### config.mk
export PLATFORM = sky130hd
export DESIGN_NAME = reservation_station
export DESIGN_NICKNAME = d
export VERILOG_FILES = /design/src/rtl/reservation_station_pkg.sv /design/src/rtl/reservation_station_select.sv /design/src/rtl/reservation_station.sv
export SDC_FILE = /design/constraint.sdc
export NUM_CORES = 2
export LEC_CHECK = 0
export ABC_AREA = 1
export ABC_CLOCK_PERIOD_IN_PS = 8100
export CELL_PAD_IN_SITES_DETAIL_PLACEMENT = 0
export CELL_PAD_IN_SITES_GLOBAL_PLACEMENT = 1
export CORE_ASPECT_RATIO = 1.1
export CORE_MARGIN = 2
export CORE_UTILIZATION = 28
export CTS_CLUSTER_DIAMETER = 80
export DETAILED_ROUTE_END_ITERATION = 12
export PLACE_DENSITY = 0.55
export RECOVER_POWER = 100
export REMOVE_ABC_BUFFERS = 1
export SETUP_SLACK_MARGIN = 0.2
export SYNTH_ARGS = -nofsm -noshare
export SYNTH_HDL_FRONTEND = slang
export SYNTH_HIERARCHICAL = 1
export SYNTH_SLANG_ARGS = --single-unit
### constraint.sdc
create_clock -name clk_in -period 8.1 [get_ports clk_in]
set_input_delay 1.215 -clock clk_in [delete_from_list [all_inputs] [get_ports clk_in]]
set_output_delay 1.215 -clock clk_in [all_outputs]
set_load 0.02 [all_outputs]
### src/rtl/reservation_station_pkg.sv
// Shared configuration for the ALU reservation station slice.
//   - Sizing constants (RS_SIZE/RS_LOG, OP_LOG, ROB_LOG) used by the
//     decoder, FU and reservation station.
//   - OP_* opcode codes (opaque to the reservation station).
//   - Operand / CDB / entry record types and the CDB snoop helper used for
//     both wakeup of stored entries and same-cycle dispatch bypass.
package reservation_station_pkg;

  localparam int RS_SIZE = 16;
  localparam int RS_LOG  = 4;
  localparam int OP_LOG  = 6;
  localparam int ROB_LOG = 4;

  localparam logic [OP_LOG-1:0] OP_NOP = 6'd0;
  localparam logic [OP_LOG-1:0] OP_ADD = 6'd1;
  localparam logic [OP_LOG-1:0] OP_SUB = 6'd2;
  localparam logic [OP_LOG-1:0] OP_BEQ = 6'd3;
  localparam logic [OP_LOG-1:0] OP_JAL = 6'd4;

  // One source operand: either waiting on a ROB tag or holding its value.
  typedef struct packed {
    logic               busy;
    logic [ROB_LOG-1:0] tag;
    logic [31:0]        value;
  } operand_t;

  // One common-data-bus broadcast.
  typedef struct packed {
    logic               enable;
    logic [ROB_LOG-1:0] rob_id;
    logic [31:0]        value;
  } cdb_t;

  // Payload of one reservation-station slot (occupancy is kept separately).
  typedef struct packed {
    logic [OP_LOG-1:0]  op;
    operand_t           j;
    operand_t           k;
    logic [31:0]        imm;
    logic [ROB_LOG-1:0] dest_rob;
    logic [31:0]        cur_pc;
  } rs_entry_t;

  // Capture a broadcast value into a waiting operand. The ALU bus is checked
  // first so it wins if both buses (illegally) carry the same tag.
  function automatic operand_t snoop(operand_t opnd, cdb_t alu, cdb_t lsb);
    operand_t res;
    res = opnd;
    if (opnd.busy) begin
      if (alu.enable && alu.rob_id == opnd.tag) begin
        res.busy  = 1'b0;
        res.value = alu.value;
      end else if (lsb.enable && lsb.rob_id == opnd.tag) begin
        res.busy  = 1'b0;
        res.value = lsb.value;
      end
    end
    return res;
  endfunction

endpackage

### src/rtl/reservation_station_select.sv
// rs_select: lowest-index priority encoder.
//   req   in  N  request vector
//   found out 1  any request set
//   idx   out W  index of the lowest set request (0 when none)
module rs_select #(
  parameter int N = 16,
  parameter int W = 4
) (
  input  logic [N-1:0] req,
  output logic         found,
  output logic [W-1:0] idx
);

  always_comb begin
    found = |req;
    idx   = '0;
    // NOTE: blocking assignments in a descending scan; the last hit written
    // is the lowest index, which is the one we want.
    for (int i = N - 1; i >= 0; i--) begin
      if (req[i]) idx = W'(i);
    end
  end

endmodule

### src/rtl/reservation_station.sv
// reservation_station: out-of-order ALU reservation station.
// Buffers dispatched ops, snoops the ALU and LSB CDBs to wake operands, and
// issues at most one ready entry per cycle to the combinational FU.
//   clk_in, rst_in (async, active-low), rdy_in (0 = freeze), clear_in (flush)
//   D_*   dispatch request: opcode, operand tags/values, imm, dest tag, PC
//   B_*   ALU CDB broadcast;  L_* LSB CDB broadcast
//   RS_full  no free entry (combinational from state)
//   RS_*     registered issue bundle to the FU, RS_valid is the strobe
module reservation_station
  import reservation_station_pkg::*;
(
  input  logic               clk_in,
  input  logic               rst_in,
  input  logic               rdy_in,
  input  logic               clear_in,
  input  logic               D_valid,
  input  logic [OP_LOG-1:0]  D_op,
  input  logic               D_Qj_busy,
  input  logic               D_Qk_busy,
  input  logic [ROB_LOG-1:0] D_Qj,
  input  logic [ROB_LOG-1:0] D_Qk,
  input  logic [31:0]        D_Vj,
  input  logic [31:0]        D_Vk,
  input  logic [31:0]        D_Imm,
  input  logic [31:0]        D_CurPC,
  input  logic [ROB_LOG-1:0] D_DestRob,
  input  logic               B_enable,
  input  logic [ROB_LOG-1:0] B_RobId,
  input  logic [31:0]        B_value,
  input  logic               L_enable,
  input  logic [ROB_LOG-1:0] L_RobId,
  input  logic [31:0]        L_value,
  output logic               RS_full,
  output logic               RS_valid,
  output logic [OP_LOG-1:0]  RS_op,
  output logic [31:0]        RS_Vj,
  output logic [31:0]        RS_Vk,
  output logic [31:0]        RS_Imm,
  output logic [31:0]        RS_CurPC,
  output logic [ROB_LOG-1:0] RS_DestRob
);

  logic [RS_SIZE-1:0] busy_q;
  rs_entry_t          ent_q [RS_SIZE];
  rs_entry_t          ent_d [RS_SIZE];
  rs_entry_t          disp_entry;
  cdb_t               alu_cdb;
  cdb_t               lsb_cdb;
  logic [RS_SIZE-1:0] ready_vec;
  logic               free_found;
  logic               issue_found;
  logic [RS_LOG-1:0]  free_idx;
  logic [RS_LOG-1:0]  issue_idx;
  logic               do_disp;
  logic               do_issue;

  assign alu_cdb = '{enable: B_enable, rob_id: B_RobId, value: B_value};
  assign lsb_cdb = '{enable: L_enable, rob_id: L_RobId, value: L_value};

  // Readiness is taken from pre-edge state, so an entry woken or dispatched
  // this cycle only becomes eligible on the following cycle.
  always_comb begin
    for (int i = 0; i < RS_SIZE; i++) begin
      ready_vec[i] = busy_q[i] & ~ent_q[i].j.busy & ~ent_q[i].k.busy;
    end
  end

  rs_select #(.N(RS_SIZE), .W(RS_LOG)) u_free_sel (
    .req   (~busy_q),
    .found (free_found),
    .idx   (free_idx)
  );

  rs_select #(.N(RS_SIZE), .W(RS_LOG)) u_issue_sel (
    .req   (ready_vec),
    .found (issue_found),
    .idx   (issue_idx)
  );

  assign RS_full  = ~free_found;
  assign do_disp  = rdy_in & ~clear_in & D_valid & free_found;
  assign do_issue = rdy_in & ~clear_in & issue_found;

  // Incoming operands also snoop the buses so a producer broadcasting in the
  // dispatch cycle is not missed.
  assign disp_entry = '{
    op:       D_op,
    j:        snoop(operand_t'{D_Qj_busy, D_Qj, D_Vj}, alu_cdb, lsb_cdb),
    k:        snoop(operand_t'{D_Qk_busy, D_Qk, D_Vk}, alu_cdb, lsb_cdb),
    imm:      D_Imm,
    dest_rob: D_DestRob,
    cur_pc:   D_CurPC
  };

  // Dispatch targets a free slot and wakeup only changes waiting operands, so
  // neither disturbs the entry being issued.
  always_comb begin
    for (int i = 0; i < RS_SIZE; i++) begin
      // NOTE: every entry gets its default first, so no path leaves ent_d
      // unassigned and no latch is inferred.
      ent_d[i]   = ent_q[i];
      ent_d[i].j = snoop(ent_q[i].j, alu_cdb, lsb_cdb);
      ent_d[i].k = snoop(ent_q[i].k, alu_cdb, lsb_cdb);
      if (do_disp && free_idx == RS_LOG'(i)) ent_d[i] = disp_entry;
    end
  end

  // NOTE: the payload array has no reset; a slot's contents are meaningless
  // until its busy bit is set, and only busy_q needs a defined reset value.
  always_ff @(posedge clk_in) begin
    if (rdy_in) begin
      // NOTE: sequential state uses non-blocking assignments throughout.
      ent_q <= ent_d;
    end
  end

  always_ff @(posedge clk_in or negedge rst_in) begin
    if (!rst_in) begin
      busy_q <= '0;
    end else if (rdy_in) begin
      if (clear_in) begin
        busy_q <= '0;
      end else begin
        if (do_issue) busy_q[issue_idx] <= 1'b0;
        if (do_disp)  busy_q[free_idx]  <= 1'b1;
      end
    end
  end

  // Issue register. The strobe drops during freeze or flush so the FU never
  // re-broadcasts a stale result; the payload holds when nothing issues.
  always_ff @(posedge clk_in or negedge rst_in) begin
    if (!rst_in) begin
      RS_valid   <= 1'b0;
      RS_op      <= '0;
      RS_Vj      <= '0;
      RS_Vk      <= '0;
      RS_Imm     <= '0;
      RS_CurPC   <= '0;
      RS_DestRob <= '0;
    end else begin
      RS_valid <= do_issue;
      if (do_issue) begin
        RS_op      <= ent_q[issue_idx].op;
        RS_Vj      <= ent_q[issue_idx].j.value;
        RS_Vk      <= ent_q[issue_idx].k.value;
        RS_Imm     <= ent_q[issue_idx].imm;
        RS_CurPC   <= ent_q[issue_idx].cur_pc;
        RS_DestRob <= ent_q[issue_idx].dest_rob;
      end
    end
  end

endmodule

* Word level (Yosys, flattened, before mapping)
Cells that the tools add are included.
** Word-level totals
- Bits in registers :: 2523
- Input port bits :: 227
- Word-level logic and storage cells :: 796
** Cells by class
- $lt $le $gt $ge :: 5
- Equal/unequal tests :: 83
- Muxes and demuxes :: 264
- Bitwise operators :: 75
- Reductions and logical operators :: 201
** Operators with widths (count)
- $mux 32 :: 102
- $mux 142 :: 16
- $bmux 148 s4 :: 1
- $mux 148 :: 2
- $eq 4x4->1 :: 68
- $mux 4 :: 32
- $mux 1 :: 104
- $reduce_and 3->1 :: 32
- $reduce_bool 3->1 :: 32
- $logic_and 1x1->1 :: 86
- $mux 16 :: 5
- $reduce_bool 2->1 :: 32
- $and 1x1->1 :: 36
- $not 1->1 :: 34
- $eq 4x4->1 const B :: 8
- $not 16->16 :: 2
- $reduce_and 2->1 :: 16
- $reduce_or 16->1 :: 2
- $and 16x16->16 :: 1
- $eq 4x3->1 const B :: 4
- $or 16x16->16 :: 1
- $lt 4x5->1 const B :: 2
- $demux 1 s4 :: 2
- $eq 4x2->1 const B :: 2
- other kinds (5) :: 6

* Logic depth before layout (Yosys ltp)
- Depth in word-level cells :: 31
- Mapped depth :: 27
- Gate-level depth less buffers :: 25

* By module
The synthesis kept the hierarchy.
** Modules (own cells, without submodules)
- reservation_station :: times used 1, cells an instance 12526, area an instance 125205.1 µm², seq. area each 74986.9 µm²
- rs_select :: times used 2, cells an instance 49, area an instance 209.0 µm², seq. area each 0.0 µm²

* Least setup slack after synthesis
No wires, ideal clock.
- Kind :: input-to-reg
- From :: input clear_in
- To :: register ent_q[2220] in the netlist's numbering (enable)
- Arrival :: 4.490 ns
- Required time :: 7.622 ns
- Setup slack :: 3.132 ns
- Cell stages on the path :: 7
- Buffers on the path :: 2
- Path through :: buf_2 nor2_4 nand3_4 nor2_2 inv_2 nor2_2 clkbuf_1
** Between the ends
- Longest elaborated chain between the ends :: 6
** RTL lines
- start: declaration :: RTL line reservation_station.sv:15 : input logic clear_in,
- $not 1->1 :: RTL line reservation_station.sv:81 : assign do_disp = rdy_in & ~clear_in & D_valid & free_found;
- $and 1x1->1 (3 in series) :: RTL line reservation_station.sv:81
- $logic_and 1x1->1 :: RTL line reservation_station.sv:104 : if (do_disp && free_idx == RS_LOG'(i)) ent_d[i] = disp_entry;
- $reduce_and 2->1 (no line)
- end signal: assignment :: RTL line reservation_station.sv:113 : ent_q <= ent_d;
- end: declaration :: RTL line reservation_station.sv:44 : rs_entry_t ent_q [RS_SIZE];
Every way passes these cells.
A chain may end at the register's enable or synchronous reset.

* Worst setup path in the final report
- From :: register ent_q[252] in the netlist's numbering
- To :: register RS_Vj[2]
** Between the ends
- Longest elaborated chain between the ends :: 21
- Elaborated cells on any way between the ends :: 23
** RTL lines
- $not 1->1 :: RTL line reservation_station.sv:64 : ready_vec[i] = busy_q[i] & ~ent_q[i].j.busy & ~ent_q[i].k.busy;
- $and 1x1->1 :: RTL line reservation_station.sv:64
- named net ready_vec[14] :: RTL line reservation_station.sv:49 : logic [RS_SIZE-1:0] ready_vec;
- $mux 4 (15 in series) :: RTL line reservation_station_select.sv:20 : if (req[i]) idx = W'(i);
- named net issue_idx[0] :: RTL line reservation_station.sv:53 : logic [RS_LOG-1:0] issue_idx;
- $not 4->5 (implied by the code) :: RTL line reservation_station.sv:145 : RS_Vj <= ent_q[issue_idx].j.value;
- $bmux 148 s4 :: RTL line reservation_station.sv:145
- $mux 148 (2 in series)
- end signal: assignment :: RTL line reservation_station.sv:145
- end: declaration :: RTL line reservation_station.sv:36 : output logic [31:0] RS_Vj,
The timed path passes the listed nets, and every way through them passes these cells. The select of a mux whose other input is x is not followed.

==> impl_metrics.tcl <==
set metrics [dict create \
    status "finished with violations" \
    violations "max-capacitance violations, max-slew violations" \
    fin_setup_tns_ns 0 \
    slew_violations 1649 \
    routedWlPerCell_um 31.5 \
    fin_cells 18600 \
    cp_data_required_time_ns 8.96 \
    ys_ff_latch 2523 \
    dieArea_um2 454000 \
    initial_core_util_pct 28.1 \
    row_count 258 \
    drtPass1Iterations 7 \
    numCtsBuffers 314 \
    hold_path_class "input port to async pin" \
    critPathLaunchType "flip-flop" \
    fin_hold_ws_ns 0.321 \
    syn_avg_cell_area_um2 9.95 \
    globalplace.congestion 0.843 \
    r2r_slack_ns 1.26 \
    grt_start_max_net_pins 150 \
    clock_latency_ns 0.94 \
    period_needed_ns 6.84 \
    antenna_found_initial 74 \
    ant_nets 0 \
    cts_tree "yes" \
    synth_edf_count 2368 \
    viasPerCell 5.51 \
    fillers 45800 \
    ir_drop_uv 165 \
    nets 12600 \
    cts_setup_buffers 0 \
    grt_pass1_vias 98500 \
    core_area_um2 448000 \
    tightest_slew_ns 4.47 \
    boundaryPins 367 \
    power.density_nw_per_um2 229 \
    final_common_cell "nand2_1" \
    postLayoutCellArea_um2 144000 \
    syn_area_um2 126000 \
    dp_hpwl_um 316000 \
    grt-ovfl-total 0 \
    min_period_over_period_pct 84.5 \
    first_iter_violations 11500 \
    die_w_um 643 \
    synth_largest_area_cell "edfxtp_1" \
    grt_pass1_wl_um 807000 \
    clk_path_buf_depth 4 \
    post_cts_resized 0 \
    synthArstFlopShare_pct 6.14 \
    layout-drive-gt1-share_pct 8.26 \
    fin_skew_ns 0.0384 \
    via_count 103000 \
    endpoint_kind "flip-flop" \
    cts_root_buf "clkbuf_16" \
    regArea_um2 75000 \
    rsz0062_at_grt "no" \
    slew-limit-headroom_pct -198 \
    final_cell_mix "3464 x nand2_1, 2368 x edfxtp_1, 1322 x nand3_1" \
    synth_flop_cell "edfxtp_1" \
    cts.clk_slew.worst_paths_ns 0.06 \
    synthCells 12600 \
    multiInputGateArea_um2 43500 \
    place_inst 18000 \
    final_util_pct 32.1 \
    grt_usage_pct 24.9 \
    io_buffers 366 \
    postPlaceCellArea_um2 135000 \
    yosys_warnings 6 \
    finalSetupViolations 0 \
    finalHoldViolations 0 \
    area_growth_pct 14.5 \
    worstPathArrival_ns 7.70 \
    critPathMaxFanout 45 \
    yosysTopAreaCellShare_pct 56.6 \
    wl_um 586000 \
    critical_path_class "flip-flop to flip-flop" \
    fmax_mhz 146 \
    synth_seq_area_share_pct 59.7 \
    die_h_um 707 \
    cts-hold-fix-buffers 0 \
    clock-sinks 2523 \
    synthTopCellsByArea "edfxtp_1 57%, nand2_1 10%, a22oi_1 6.6%" \
    maxCapViolCount 56 \
    p_leak_nw 51.7 \
    synthDistinctLibCells 39 \
    drcViolationCount 0 \
    htree_levels 5 \
    r2r_cells 25 \
]
## cells in the mapped netlist (2+ instances only)
cell,count
nor2_4,63
nand2_1,3463
nand3b_1,3
nor4_1,2
a21oi_1,252
o21ai_1,6
dfrtp_1,155
o31ai_1,13
nor3_2,2
edfxtp_1,2368
xor2_1,39
nor3_1,28
clkinv_1,34
nor2_2,13
nand2_4,44
buf_4,128
clkbuf_1,703
o211ai_1,756
a211oi_1,3
a31oi_1,12
inv_1,426
o21ai_0,301
nand2_2,21
nand3_1,1352
a22oi_1,1104
buf_1,59
nand4_1,170
nor2_1,494
or2_2,138
xnor2_1,37
buf_2,316
buf_6,9
o22ai_1,64
or2_1,2
inv_2,39
a21oi_2,2
## cell type report
type / count / share of cell area (%)
Sequential cell: 2523 / 52.1
Multi-Input combinational cell: 8387 / 30.3
Clock buffer: 411 / 5.93
Tap cell: 5980 / 5.20
Timing Repair Buffer: 657 / 4.18
Inverter: 499 / 1.37
Clock inverter: 153 / 0.882
Antenna cell: 18 / 0.0313
## worst max-delay path, cell delays in order (launching register included)
cell and delay (ns):
edfxtp_1 0.49, nor3_1 0.29, inv_1 0.08, nand2_1 0.06
nand2_1 0.04, nand2_1 0.06, nand2_1 0.05, nand2_1 0.05
nand2_1 0.05, nand2_1 0.18, nand2_1 0.07, nand2_1 0.06
nand2_1 0.05, nand2_1 0.07, nand2_1 0.05, nand2_1 0.07
a21oi_2 0.08, nor2_1 2.04, clkbuf_2 1.16, buf_4 0.83
a22oi_1 0.24, nand2_1 0.13, nand2_1 0.06, nand3_1 0.13
nor2_1 0.18, nor2_1 0.14
## cells by family (layout without fill, tap and decap cells)
logic type / after synthesis / in the layout / share of synthesized area (%)
other cells: 0 / 18 / 0
flops: 2523 / 2523 / 59.7
simple gates: 5798 / 5798 / 20.1
xor+xnor: 76 / 76 / 0.530
compound gates: 2513 / 2513 / 13.8
buf+inv: 1714 / 1720 / 5.87
## power by group
part	internal [mW]	switching, mW
sequential	14.8	0.245
combinational	1.45	2.70
clock	7.89	5.89
total	24.1	8.83
## flip-flops by register name, summed over array words and instances, names as in the netlist
register    count
RS_CurPC       32
RS_DestRob      4
RS_Imm         32
RS_Vj          32
RS_Vk          32
RS_op           6
RS_valid        1
busy_q         16
ent_q        2368
## metal layers
layer | up-vias | track usage (%) | share of wire (%)
met3 | 1140 | 4.19 | 8.1
met4 | 18 | 11.0 | 5.0
met1 | 51600 | 33.0 | 41
met2 | 5056 | 39.9 | 45
li1 | 44900 | - | -
met5 | - | 0 | 0.017
## per-stage QoR
stage          setup WS, ns  total power, mW
5_1_grt                1.33             34.0
3_5_place_dp           2.15             19.6
4_1_cts                3.07             33.4
6_report               1.26             32.9
3_3_place_gp           2.13             19.6
2_1_floorplan        -11.93             17.5
## final timing paths
path,startpoint,endpoint
worst max-delay path,ent_q[252],RS_Vj[2]
max in group asynchronous,rst_in,RS_Vk[16]
worst min register to register,busy_q[11],busy_q[11]
worst max register to register,ent_q[252],RS_Vj[2]
worst min-delay path,rst_in,RS_CurPC[12]
min in group clk_in,busy_q[11],busy_q[11]
(Power assumes the default switching activity.)
